==> config.mk <==
export PLATFORM = sky130hd
export DESIGN_NAME = xbar_lru_arbiter
export DESIGN_NICKNAME = d
export VERILOG_FILES = /design/src/rtl/xbar_arb_pkg.sv /design/src/rtl/xbar_arb_pick.sv /design/src/rtl/xbar_lru_arbiter.sv
export SDC_FILE = /design/constraint.sdc
export NUM_CORES = 1
export LEC_CHECK = 0
export CORE_MARGIN = 1.5
export CORE_UTILIZATION = 30
export DETAILED_ROUTE_END_ITERATION = 16
export MAX_ROUTING_LAYER = met4
export SLEW_MARGIN = 20
export SYNTH_ARGS = -nofsm -noshare
export SYNTH_HDL_FRONTEND = slang
export SYNTH_SLANG_ARGS = --single-unit
==> constraint.sdc <==
create_clock -name clk -period 1.9 [get_ports clk]
set_input_delay 0.475 -clock clk [delete_from_list [all_inputs] [get_ports clk]]
set_output_delay 0.475 -clock clk [all_outputs]
set_load 0.02 [all_outputs]
==> src/rtl/xbar_arb_pkg.sv <==
// Shared types for the crossbar output LRU arbiter.
package xbar_arb_pkg;

    // ARB_IDLE: no owner, looking for a requester.
    // ARB_LOCKED: one requester owns the output until its packet ends.
    typedef enum logic {
        ARB_IDLE   = 1'b0,
        ARB_LOCKED = 1'b1
    } arb_state_e;

endpackage

==> src/rtl/xbar_arb_pick.sv <==
// Combinational pick: walks the priority list from entry 0 and reports the
// first list position whose requester id has req_valid set.
module xbar_arb_pick #(
    parameter int CANDIDATE = 4,
    parameter int IDW       = $clog2(CANDIDATE)
) (
    input  logic [CANDIDATE-1:0][IDW-1:0] i_list,
    input  logic [CANDIDATE-1:0]          i_req,
    output logic                          o_found,
    output logic [IDW-1:0]                o_pos,
    output logic [IDW-1:0]                o_id
);

    // Scan from the tail down so the lowest requesting position wins last.
    always_comb begin
        o_found = 1'b0;
        o_pos   = '0;
        o_id    = '0;
        for (int p = CANDIDATE - 1; p >= 0; p--) begin
            if (i_req[i_list[p]]) begin
                o_found = 1'b1;
                o_pos   = p[IDW-1:0];
                o_id    = i_list[p];
            end
        end
    end

endmodule

==> src/rtl/xbar_lru_arbiter.sv <==
// Packet-locked LRU arbiter for one crossbar output.
// An owner keeps the output until a beat with req_last fires; the finishing
// owner then moves to the tail of the priority list (least recently used).
// Optional feature: define ARB_TIMEOUT_EN to build the stall watchdog that
// force-releases an owner after TIMEOUT_CYCLES non-firing locked cycles.
// Handshake: a beat transfers when req_valid[grant_id] & dst_ready are both
// high on a rising clk edge while grant_valid=1; nothing else moves a beat.
module xbar_lru_arbiter
    import xbar_arb_pkg::*;
#(
    parameter int CANDIDATE      = 4,
    parameter int TIMEOUT_CYCLES = 16
) (
    input  logic                         clk,
    input  logic                         rst_n,
    input  logic [CANDIDATE-1:0]         req_valid,
    input  logic [CANDIDATE-1:0]         req_last,
    input  logic                         dst_ready,
    output logic                         grant_valid,
    output logic [CANDIDATE-1:0]         grant_vec,
    output logic [$clog2(CANDIDATE)-1:0] grant_id,
    output logic                         timeout_err,
    output arb_state_e                   dbg_state
);

    localparam int IDW = $clog2(CANDIDATE);

    // Reject configurations the list/pick logic cannot represent.
    if (CANDIDATE < 2 || TIMEOUT_CYCLES < 1) begin : g_bad_cfg
        $error("xbar_lru_arbiter: CANDIDATE must be >= 2 and TIMEOUT_CYCLES >= 1");
    end

    arb_state_e                   r_state;
    logic [CANDIDATE-1:0][IDW-1:0] r_list;
    logic                         r_grant_valid;
    logic [CANDIDATE-1:0]         r_grant_vec;
    logic [IDW-1:0]               r_grant_id;
    logic [IDW-1:0]               r_owner_pos;
    logic                         r_timeout_err;

    arb_state_e                   w_state_nxt;
    logic [CANDIDATE-1:0][IDW-1:0] w_list_nxt;
    logic                         w_grant_valid_nxt;
    logic [CANDIDATE-1:0]         w_grant_vec_nxt;
    logic [IDW-1:0]               w_grant_id_nxt;
    logic [IDW-1:0]               w_owner_pos_nxt;
    logic                         w_timeout_err_nxt;

    logic                         w_found;
    logic [IDW-1:0]               w_pick_pos;
    logic [IDW-1:0]               w_pick_id;
    logic                         w_fire;
    logic                         w_end;
    logic                         w_timeout;

    xbar_arb_pick #(
        .CANDIDATE (CANDIDATE),
        .IDW       (IDW)
    ) u_pick (
        .i_list  (r_list),
        .i_req   (req_valid),
        .o_found (w_found),
        .o_pos   (w_pick_pos),
        .o_id    (w_pick_id)
    );

    assign w_fire = (r_state == ARB_LOCKED) && req_valid[r_grant_id] && dst_ready;
    assign w_end  = w_fire && req_last[r_grant_id];

`ifdef ARB_TIMEOUT_EN
    localparam int SW = $clog2(TIMEOUT_CYCLES + 1);
    logic [SW-1:0] r_stall;

    // The stall that would reach the limit this cycle triggers the release.
    assign w_timeout = (r_state == ARB_LOCKED) && !w_fire &&
                       (r_stall == SW'(TIMEOUT_CYCLES - 1));

    // Stall counter: runs only on non-firing locked cycles, zero otherwise.
    always_ff @(posedge clk or negedge rst_n) begin
        if (!rst_n) begin
            r_stall <= '0;
        end else if (r_state != ARB_LOCKED || w_fire || w_timeout) begin
            r_stall <= '0;
        end else begin
            r_stall <= r_stall + SW'(1);
        end
    end
`else
    assign w_timeout = 1'b0;
`endif

    // Next-state and next-output logic; the owner's position shifts to tail on release.
    always_comb begin
        w_state_nxt       = r_state;
        w_list_nxt        = r_list;
        w_grant_valid_nxt = r_grant_valid;
        w_grant_vec_nxt   = r_grant_vec;
        w_grant_id_nxt    = r_grant_id;
        w_owner_pos_nxt   = r_owner_pos;
        w_timeout_err_nxt = 1'b0;
        case (r_state)
            ARB_IDLE: begin
                if (w_found) begin
                    w_state_nxt                = ARB_LOCKED;
                    w_grant_valid_nxt          = 1'b1;
                    w_grant_vec_nxt            = '0;
                    w_grant_vec_nxt[w_pick_id] = 1'b1;
                    w_grant_id_nxt             = w_pick_id;
                    w_owner_pos_nxt            = w_pick_pos;
                end
            end
            ARB_LOCKED: begin
                if (w_end || w_timeout) begin
                    w_state_nxt       = ARB_IDLE;
                    w_grant_valid_nxt = 1'b0;
                    w_grant_vec_nxt   = '0;
                    w_grant_id_nxt    = '0;
                    w_owner_pos_nxt   = '0;
                    w_timeout_err_nxt = w_timeout;
                    for (int i = 0; i < CANDIDATE - 1; i++) begin
                        if (i >= int'(r_owner_pos)) begin
                            w_list_nxt[i] = r_list[i+1];
                        end
                    end
                    w_list_nxt[CANDIDATE-1] = r_grant_id;
                end
            end
            default: begin
                w_state_nxt = ARB_IDLE;
            end
        endcase
    end

    // State and registered outputs; reset restores the identity priority list.
    always_ff @(posedge clk or negedge rst_n) begin
        if (!rst_n) begin
            r_state       <= ARB_IDLE;
            r_grant_valid <= 1'b0;
            r_grant_vec   <= '0;
            r_grant_id    <= '0;
            r_owner_pos   <= '0;
            r_timeout_err <= 1'b0;
            for (int i = 0; i < CANDIDATE; i++) begin
                r_list[i] <= i[IDW-1:0];
            end
        end else begin
            r_state       <= w_state_nxt;
            r_list        <= w_list_nxt;
            r_grant_valid <= w_grant_valid_nxt;
            r_grant_vec   <= w_grant_vec_nxt;
            r_grant_id    <= w_grant_id_nxt;
            r_owner_pos   <= w_owner_pos_nxt;
            r_timeout_err <= w_timeout_err_nxt;
        end
    end

    assign grant_valid = r_grant_valid;
    assign grant_vec   = r_grant_vec;
    assign grant_id    = r_grant_id;
    assign timeout_err = r_timeout_err;
    assign dbg_state   = r_state;

endmodule
# Yosys cells after proc, flatten, opt, wreduce, memory -nomap -nowiden
# Index checks and enable logic that the tools add are counted.
[op_classes]
order_cmp = 10
eq_ne = 2
mux = 40
n_bitwise = 1
n_reduce_logical = 9
[op_table]
columns = ["op", "count"]
rows = [
  ["$mux W2", 11],
  ["$lt A2 B3 Y1 const B", 6],
  ["$mux W1", 15],
  ["$bmux W1 S2", 6],
  ["$reduce_and A3 Y1", 3],
  ["$mux W4", 2],
  ["$pmux W2 S2", 2],
  ["$pmux W4 S2", 1],
  ["$ge A1 B2 Y1 const A", 2],
  ["$logic_and A1 B1 Y1", 4],
  ["$ne A2 B1 Y1 const B", 2],
  ["$pmux W1 S2", 2],
  ["$reduce_and A2 Y1", 2],
  ["$demux W1 S2", 1],
  ["$ge A2 B1 Y1 const B", 1],
  ["$ge A2 B2 Y1 const A", 1],
  ["$not A1 Y1", 1],
]
[totals]
register_bits = 18
input_bits = 11
word_cells = 71

# Depth between registers and ports, before layout
# Gate-level depths: netlist of run 1.
[logic_depth]
depth_word = 12
ltp_mapped = 7
ltp_nobuf = 5

# Modules after synthesis
# From an unflattened synthesis of run 1, not the netlist that was laid out.
[unflattened]
cells_unflattened = 113
area_unflattened_um2 = 1141.1
[by_module_without_submodules]
columns = ["module", "instances", "cells_per_inst", "area_each_um2", "seq_area_each_um2"]
rows = [
  ["xbar_lru_arbiter", 1, 77, 822.0, 455.4],
  ["xbar_arb_pick", 1, 36, 319.1, 0.0],
]

# Least setup slack after synthesis of run 1
# OpenSTA, ideal clock, no wires.
[synth_path]
path_type = "reg2reg"
startpoint = "reg r_list[2] (netlist name)"
endpoint = "reg r_grant_vec[2] (netlist: grant_vec[2])"
setup_ns = 0.122
arrival_time_ns = 1.721
setup_slack_ns = 0.058
stages_incl_launch_ff = 6
path_buffers = 0
period_less_slack_ns = 1.842
cell_sequence = "dfstp_2 > mux4_1 > nor2_2 > a21o_2 > nor2_1 > a32o_1"
[synth_between]
elab_chain_cells = 10
word_cells_on_any_way = 15
classes_between = "order compare (2); eq/ne (1); mux (10); reduce/logical (2)"
[synth_lines]
columns = ["element", "line", "text"]
rows = [
  ["start, declared", "xbar_lru_arbiter.sv:34", "logic [CANDIDATE-1:0][IDW-1:0] r_list;"],
  ["start signal, assigned by index", "xbar_lru_arbiter.sv:144", "r_list[i] <= i[IDW-1:0];"],
  ["start signal, assigned", "xbar_lru_arbiter.sv:148", "r_list <= w_list_nxt;"],
  ["$bmux W1 S2", "xbar_arb_pick.sv:20", "if (i_req[i_list[p]]) begin"],
  ["$mux W1 (implied by the code)", "xbar_arb_pick.sv:20", ""],
  ["$mux W2 (2 in a row)", "xbar_arb_pick.sv:20", ""],
  ["$lt A2 B3 Y1 (implied by the code) / $ge A2 B1 Y1 (equally long branches)", "xbar_lru_arbiter.sv:107", "w_grant_vec_nxt[w_pick_id] = 1'b1;"],
  ["$logic_and A1 B1 Y1 (implied by the code)", "xbar_lru_arbiter.sv:107", ""],
  ["$mux W1 (implied by the code)", "xbar_lru_arbiter.sv:107", ""],
  ["$demux W1 S2", "xbar_lru_arbiter.sv:107", ""],
  ["$mux W4", "xbar_lru_arbiter.sv:103", "if (w_found) begin"],
  ["$pmux W4 S2", "xbar_lru_arbiter.sv:101", "case (r_state)"],
  ["end signal, assigned", "xbar_lru_arbiter.sv:150", "r_grant_vec <= w_grant_vec_nxt;"],
  ["end, declared", "xbar_lru_arbiter.sv:36", "logic [CANDIDATE-1:0] r_grant_vec;"],
]
# Parallel ways exist; a longest one is shown, timed or not. The select of a mux whose other input is x is not followed.
# A chain may end at the register's enable or synchronous reset.

# Worst setup path in the final report of run 1
# Ends and elaborated chain as after synthesis.

==> results, run 1 <==
- At the worst endpoint, the arrival time is 2.09 ns.
- In this run, placement finished with an instance count of 160.
- The launch point of the worst hold path is grant_valid.
- The average vias per placed instance is 5.21.
- For this design the static power due to leakage is 0.626 nW.
- The count of max-cap constraint violations is 0.
- The clock drives 18 sinks.
- The total detailed-routing wirelength is 2540 um.
- The share of layout cells above drive strength 1 is 43.2%.
- After clock tree synthesis, the flow added hold-fix buffers numbering 0.
- Compared with the post-synthesis result, the final layout area differs by 37.1%.
- Across the routed clock network, the largest skew measured is 0.00231 ns.
- The cell count after synthesis came out at 88.
- The proportion of synthesized flip-flops having asynchronous set or reset is 100%.
- The final setup slack of the worst path is -0.00352 ns.
- After the flow finishes, the layout carries non-filler instances totaling 164.
- Measured along the y axis, the die boundary spans 61.9 um.
- Detailed routing inserted a total of 855 vias.
- The die covers 3830 um2.
- The number of core rows is 21.
- Setup violations remaining at the end of the flow were counted as 1.
- Global routing used 15.7% of the available tracks across all layers.
- TritonCTS built the clock tree.
- The share of synthesized cell area in and, or, nand and nor gates is 10.1%.
- Along the worst path, the maximum fanout reaches 3.
- The number of global-route vias before repair was 895.
- Entering global routing, the biggest net connects 19 pins.
- In this run the clock root is driven by a sky130_fd_sc_hd__clkbuf_4.
- The worst min-delay path category is flop to flop.
- The number of hold violations in the final report is 0.
- The total I/O pin count is 20.
- Based on the critical path, the design can be clocked at up to 525 MHz.
- The count of nets left with antenna violations after detail routing is 0.
- The estimated wirelength of the detail-placed design is 1860 um.
- The proportion of synthesized chip area in sequential cells is 43.8%.
- The worst register-to-register path begins at r_list[2].
- The fraction of the mapped netlist area in adder cells is 0%.
- The number of antenna violations at the first check in global routing is 0.
- 0 antenna diodes ended up in the layout.
- The H-tree depth reported by CTS is 1.
- Once the floorplan was initialized, standard cells occupied 31.2% of the core.
- The nature of the critical path startpoint is a flop.
- The compound-cell area share of the yosys netlist is 15.0%.
- The net total in the final layout is 130.
- The type of the worst setup path is flop to flop.
- The number of synthesized flops with an enable pin is 0.
- The maximum count of clock buffers along a single path is 2.
- The highest-delay cell along the critical path is sky130_fd_sc_hd__dfstp_2.
- The parity-gate share of the synthesized area counting xor and xnor cells is 0%.
- Synthesis produced a netlist with a net count of 99.
- The total clock buffers created by CTS is 3.
- The synthesized design contains 18 register bits.
- The floorplan step defined a core boundary enclosing 3340 um2.
- The worst supply voltage drop on vdd is 0.540 mV.
- The max-slew violation count is 0.
- The detailed router finished its first iteration with 52 violations.
- Global routing finished with a remaining overflow of 0.
- The number of synthesis warnings is 0.
- The total standard cell area after synthesis is 1040 um2.
- The number of distinct library cells after synthesis is 32.
- In the routed design, unresolved DRC markers number 0.
- The clock edge transition at the registers on the reported setup and hold paths is 0.10 ns.
- The final reports fail on setup timing.
- STA puts the critical path data required time at 2.09 ns.
- The power density over cell area is 1210 nW/um2.
- During placement, the flow inserted port buffers numbering 18.
- The clock reaches the later pin of the worst-skew pair after 0.29 ns.
- The first global-routing pass estimated 4240 um of wire.
- In this run the horizontal extent of the chip is 61.9 um.
- The worst setup path startpoint is r_list[2].
- The average wire length per cell after detail routing is 15.5 um.
- The final critical path time including I/O delays and setup is 1.90 ns.
- The main combinational cell family by area after synthesis is multiplexers.
- The run finished, with violations left.
- At the end of routability-driven placement, the weighted congestion stood at 0.883.
- The part of the cycle the worst path needs is 100%.
- Counting the fill cells in the layout gives 342.
- The kind of end point of the critical path is a flop.
- The first-pass detailed-route iteration total is 4.
- The mean instance size in the synthesized netlist is 11.8 um2.
- The maximum single-stage delay on the critical path is 0.59 ns.
- The dominant register cell in the synthesized netlist is sky130_fd_sc_hd__dfrtp_1.
- Hold timing on the final database bottoms out at a slack of 0.494 ns.
- Setup repair after global routing could not meet its margin everywhere.
- Traced cell by cell, the critical path runs through mux4_2, nand2b_1, mux2i_2, a21o_1, a32o_1.
- The multiplexer share of the synthesized area is 27.2%.
through the flow:
| stage | cell area (um2) | util (%) | worst slack (ns) | power, mW | setup TNS (ns) |
|---|---|---|---|---|---|
| floorplan | 1040 | - | 0.0575 | 1.08 | 0 |
| global placement | 1340 | 40.0 | -0.472 | 1.38 | -7.17 |
| detailed placement | 1340 | 40.0 | -0.499 | 1.40 | -7.56 |
| CTS | 1370 | 41.0 | 0.00547 | 1.65 | 0 |
| global route | 1430 | 42.8 | -0.0610 | 1.85 | -0.198 |
| finish | 1430 | 42.8 | -0.00352 | 1.73 | -0.00352 |
per-layer routing:
layer	up-vias	wire [um]	GRT usage (%)
met5	-	0	-
met4	0	36	5.17
met3	4	102	1.86
met2	28	1190	24.4
met1	427	1210	21.4
li1	396	-	-
critical path, delay by kind of cell, from the launching register on:
kind / cells / cell delay [ns]
multiplexers: 2 / 0.69
flip-flops: 1 / 0.59
AO/OA/AOI/OAI: 2 / 0.40
AND/OR/NAND/NOR: 1 / 0.12
registers in the layout (all words and copies together), names as in the netlist:
| signal | flops |
|---|---|
| grant_vec | 4 |
| dbg_state | 1 |
| r_list | 8 |
| grant_id | 2 |
| r_owner_pos | 2 |
| grant_valid | 1 |
cells by family after synthesis:
family	after synthesis
and+or+nand+nor	22
muxes	21
other	1
buffers and inverters	5
AOI/OAI and AO/OA	21
DFF	18
worst paths after layout:
path / slack (ns) / end / cells after the start
max: -0.004 / grant_vec[2] / 5
min: 0.49 / grant_valid / 2
max reg2reg: -0.004 / grant_vec[2] / 5
min reg2reg: 0.49 / grant_valid / 2
max in group asynchronous: 1.13 / r_list[2] / 2
min in group asynchronous: 0.51 / grant_id[1] / 2
placed cells by master (no fill, tap or decap), types with 2 or more instances in the layout:
| cell type | n |
|---|---|
| sky130_fd_sc_hd__clkdlybuf4s50_1 | 9 |
| sky130_fd_sc_hd__mux2i_1 | 4 |
| sky130_fd_sc_hd__buf_6 | 2 |
| sky130_fd_sc_hd__clkbuf_2 | 2 |
| sky130_fd_sc_hd__nor2_4 | 2 |
| sky130_fd_sc_hd__buf_4 | 10 |
| sky130_fd_sc_hd__dfrtp_1 | 13 |
| sky130_fd_sc_hd__a21oi_1 | 4 |
| sky130_fd_sc_hd__mux2_4 | 2 |
| sky130_fd_sc_hd__dlymetal6s2s_1 | 4 |
| sky130_fd_sc_hd__clkbuf_4 | 3 |
| sky130_fd_sc_hd__nor2_1 | 4 |
| sky130_fd_sc_hd__nand2_1 | 7 |
| sky130_fd_sc_hd__dlygate4sd2_1 | 3 |
| sky130_fd_sc_hd__dfstp_2 | 4 |
| sky130_fd_sc_hd__mux2_2 | 10 |
| sky130_fd_sc_hd__a32o_1 | 4 |
| sky130_fd_sc_hd__nand3_1 | 4 |
| sky130_fd_sc_hd__mux4_2 | 4 |
layout make-up:
cell class / count / area [um2] / area share, %
well taps: 46 / 57.6 / 4.03
clock buffers: 4 / 36.3 / 2.54
inverters: 1 / 3.75 / 0.263
flip-flops and latches: 18 / 457 / 32.0
multi-input cells: 65 / 599 / 42.0
repair buffers: 30 / 274 / 19.2
power by group:
part	leakage, nW	internal [mW]	switching [mW]
registers	0.221	0.507	0.134
logic	0.384	0.460	0.393
clock network	0.0210	0.117	0.116
total	0.626	1.08	0.642
Yosys cell counts, types with 2 or more instances:
library cell	number	area (um2)
sky130_fd_sc_hd__a21oi_1	5	25.0
sky130_fd_sc_hd__a32o_1	4	40.0
sky130_fd_sc_hd__buf_6	2	22.5
sky130_fd_sc_hd__dfrtp_1	14	350
sky130_fd_sc_hd__dfstp_2	4	105
sky130_fd_sc_hd__mux2_2	12	135
sky130_fd_sc_hd__mux2i_1	5	50.1
sky130_fd_sc_hd__mux4_1	2	52.6
sky130_fd_sc_hd__mux4_2	2	45.0
sky130_fd_sc_hd__nand2_1	7	26.3
sky130_fd_sc_hd__nand3_1	4	20.0
sky130_fd_sc_hd__nor2_1	6	22.5
sky130_fd_sc_hd__o21ai_0	2	10.0
timing repair:
action / in CTS / in global routing
setup buffers: 0 / 0
setup endpoints to repair: 18 / 17
gates resized for setup: 10 / 23
pin swaps: 1 / 10
hold endpoints to repair: 0 / 0
No activity file was read; power rests on OpenSTA's default activity.
==> run 2, diff against run 1 <==
--- a/config.mk
+++ b/config.mk
@@ -5,6 +5,8 @@
 export SDC_FILE = /design/constraint.sdc
 export NUM_CORES = 1
 export LEC_CHECK = 0
+export CAP_MARGIN = 0
+export CORE_ASPECT_RATIO = 0.75
 export CORE_MARGIN = 1.5
 export CORE_UTILIZATION = 30
 export DETAILED_ROUTE_END_ITERATION = 16
==> run 2 against run 1 <==
The flow now finishes without violations. Clock-buffer cell count unchanged. Global-route usage down 2.2 points. Worst hold slack worse by 0.016 ns. Largest cell class unchanged. Die area up 0.10%. Via count down 6.2%.
==> results, run 2 (same netlist as run 1, synthesis figures left out) <==
- Leaving out fill and tap cells, the most frequent cell in the layout is sky130_fd_sc_hd__dfrtp_1.
- The floorplan core area is 3310 um2 (-0.79%).
- The number of antenna violations at the first check in global routing is 0 (unchanged).
- The average wire length per cell after detail routing is 14.5 um (-6.3%).
- The nature of the critical path startpoint is an input pin.
- The min-delay analysis places its worst path in the category flop to flop.
- The post-place setup slack is -0.535 ns (-0.0351 ns).
- The aggregate global routing overflow is 0 (unchanged).
- The number of buffers inserted by post-CTS setup repair was 0 (unchanged).
- The flow ran to the end, and the final reports show no timing, DRC or antenna violations.
- The total of fill cells in the finished design is 317 (-7.3%).
- The part of the cycle the worst path needs is 96.7% (-3.4 points).
- The number of core rows is 18 (-14%).
- The number of remaining DRC errors came to 0 (unchanged).
- The worst path arrival time is 2.02 ns (-0.07 ns).
- The count of max-cap constraint violations came to 0 (unchanged).
- The total clock buffers created by CTS came to 3 (unchanged).
- The final number of setup-violating endpoints is 0 (-1).
- The area of the die is 3840 um2 (+0.10%).
- The worst setup slack for register-to-register paths was 0.07 ns (+0.07 ns).
- The maximum count of clock buffers along a single path is 2 (unchanged).
- The clock edge transition at the registers on the reported setup and hold paths is 0.07 ns (-0.03 ns).
- The worst supply voltage drop on vdd is 0.559 mV (+3.5%).
- The count of input and output buffers is 18 (unchanged).
- The number of hold violations in the final report came to 0 (unchanged).
- The final setup slack of the worst path is 0.0618 ns (+0.0653 ns).
- The static power due to leakage is 0.599 nW (-4.4%).
- The final weighted congestion in routability-driven placement is 0.797 (-9.8%).
- The overall power consumption is 1.76 mW (+1.7%).
- The antenna diode instance count was 0 (unchanged).
- The total I/O pin count is 20 (unchanged).
- The overall track demand over capacity in global routing came to 13.6% (-2.2 points).
- TritonCTS built the clock tree.
- The first-pass detailed-route iteration total is 4 (unchanged).
- The overall via count from detail_route was 802 (-6.2%).
- Clock tree synthesis selected as its root buffer the cell sky130_fd_sc_hd__clkbuf_8.
- The insertion delay of the later-clocked pin in the worst-skew pair is 0.25 ns (-0.04 ns).
- The register containing the most flip-flops in the final layout is r_list.
- The area growth from synthesis to layout is 34.5%.
- The power density over cell area came to 1250 nW/um2 (+3.7%).
- The y dimension of the die is 54.0 um (-13%).
- The type of the worst setup path is input pin to flop.
- The maximum number of pins on one net before global-route repair is 19 (unchanged).
- The share of layout cells above drive strength 1 came to 42.4% (-0.85 points).
- The flip-flop count of the largest register, all copies and words added was 8 (unchanged).
- The accumulated negative setup slack was 0 ns (+0.00352 ns).
- The cts-stage hold buffer count was 0 (unchanged).
- The initial detailed-routing violation count is 38 (-27%).
- The max-slew violation count came to 0 (unchanged).
- The top achievable clock speed came to 544 MHz (+3.6%).
- The horizontal die dimension is 71.0 um (+15%).
- The kind of end point of the critical path is a flop.
- The number of global-route vias before repair was 720 (-20%).
- The H-tree depth reported by CTS came to 1 (unchanged).
- The final setup skew is 0.000745 ns (-0.00156 ns).
- The estimated wirelength of the detail-placed design is 1760 um (-5.5%).
- The data required time of the critical path is 2.08 ns (about the same).
- Setup repair after global routing left no endpoint under its margin.
- The net total in the final layout came to 130 (unchanged).
- The final critical path time including I/O delays and setup was 1.84 ns (-0.0653 ns).
- The count of nets left with antenna violations after detail routing is 0 (unchanged).
- The clock sink total is 18 (unchanged).
- The largest fanout on the critical path was 12 (+9).
- The total detailed-routing wirelength is 2300 um (-9.8%).
- The average vias per placed instance is 5.08 (-2.6%).
- The effective utilization at floorplan is 31.4% (+0.25 points).
- The first-pass GRT wire length is 3780 um (-11%).
- The top cell types in the final layout, fill and taps aside, are 14 x sky130_fd_sc_hd__dfrtp_1, 12 x sky130_fd_sc_hd__buf_4, 11 x sky130_fd_sc_hd__clkdlybuf4s50_1.
## run 2: cell count changes in the layout (fill, tap and decap cells not counted), sizes merged
cell           previous run  this run
clkbuf                    6         8
clkdlybuf4s50             9        11
dlygate4sd2               3         0
dlymetal6s2s              4         3
## run 2: path summary, 6_finish.rpt
check | from | cells past startpoint | endpoint
hold / removal | grant_valid | 2 | grant_valid
setup reg to reg | r_list[2] | 5 | grant_vec[2]
max in group asynchronous | rst_n | 2 | r_list[6]
setup / recovery | req_last[1] | 6 | r_list[6]
min in group asynchronous | rst_n | 2 | grant_vec[1]
hold reg to reg | grant_valid | 2 | grant_valid
## run 2: layout make-up
class                           instances  area, um2  area share, %
Clock buffer                            4       55.1           3.93
Inverter                                1       3.75          0.268
Multi-Input combinational cell         65        578           41.3
Sequential cell                        18        455           32.5
Tap cell                               40       50.0           3.57
Timing Repair Buffer                   30        258           18.4
## run 2: per-stage QoR
stage | util [%] | instances | area [um2] | hold WS (ns)
floorplan | - | 88 | 1040 | 0.179
global placement | 40.1 | 154 | 1330 | 0.463
detailed placement | 40.1 | 154 | 1330 | 0.466
CTS | 42.0 | 158 | 1390 | 0.482
global route | 42.3 | 158 | 1400 | 0.505
finish | 42.3 | 158 | 1400 | 0.478
## run 2: repair_timing
action                                  4_1_cts  5_1_grt
pin swaps                                     0        5
endpoints found under the setup margin       18       12
endpoints found under the hold margin         0        0
gates resized for setup                       8       19
## run 2: worst max-delay path, cell delays in order
cell and delay (ns):
sky130_fd_sc_hd__clkdlybuf4s50_1 0.41, sky130_fd_sc_hd__nand3_1 0.10, sky130_fd_sc_hd__o21ai_2 0.06, sky130_fd_sc_hd__o2111ai_2 0.35, sky130_fd_sc_hd__buf_4 0.27, sky130_fd_sc_hd__mux2_2 0.35
## run 2: metal layers
metal	share of wire, %	global-route usage, %	wire, um
met1	51	18.8	1180
met2	45	19.8	1030
met3	3.2	3.37	73
met4	0.74	3.77	17
met5	0	-	0
## run 2: power breakdown
part	internal (mW)	switching, mW	total, mW
combinational	0.443	0.365	0.809
clock	0.184	0.126	0.310
sequential	0.506	0.130	0.636
total	1.13	0.622	1.76
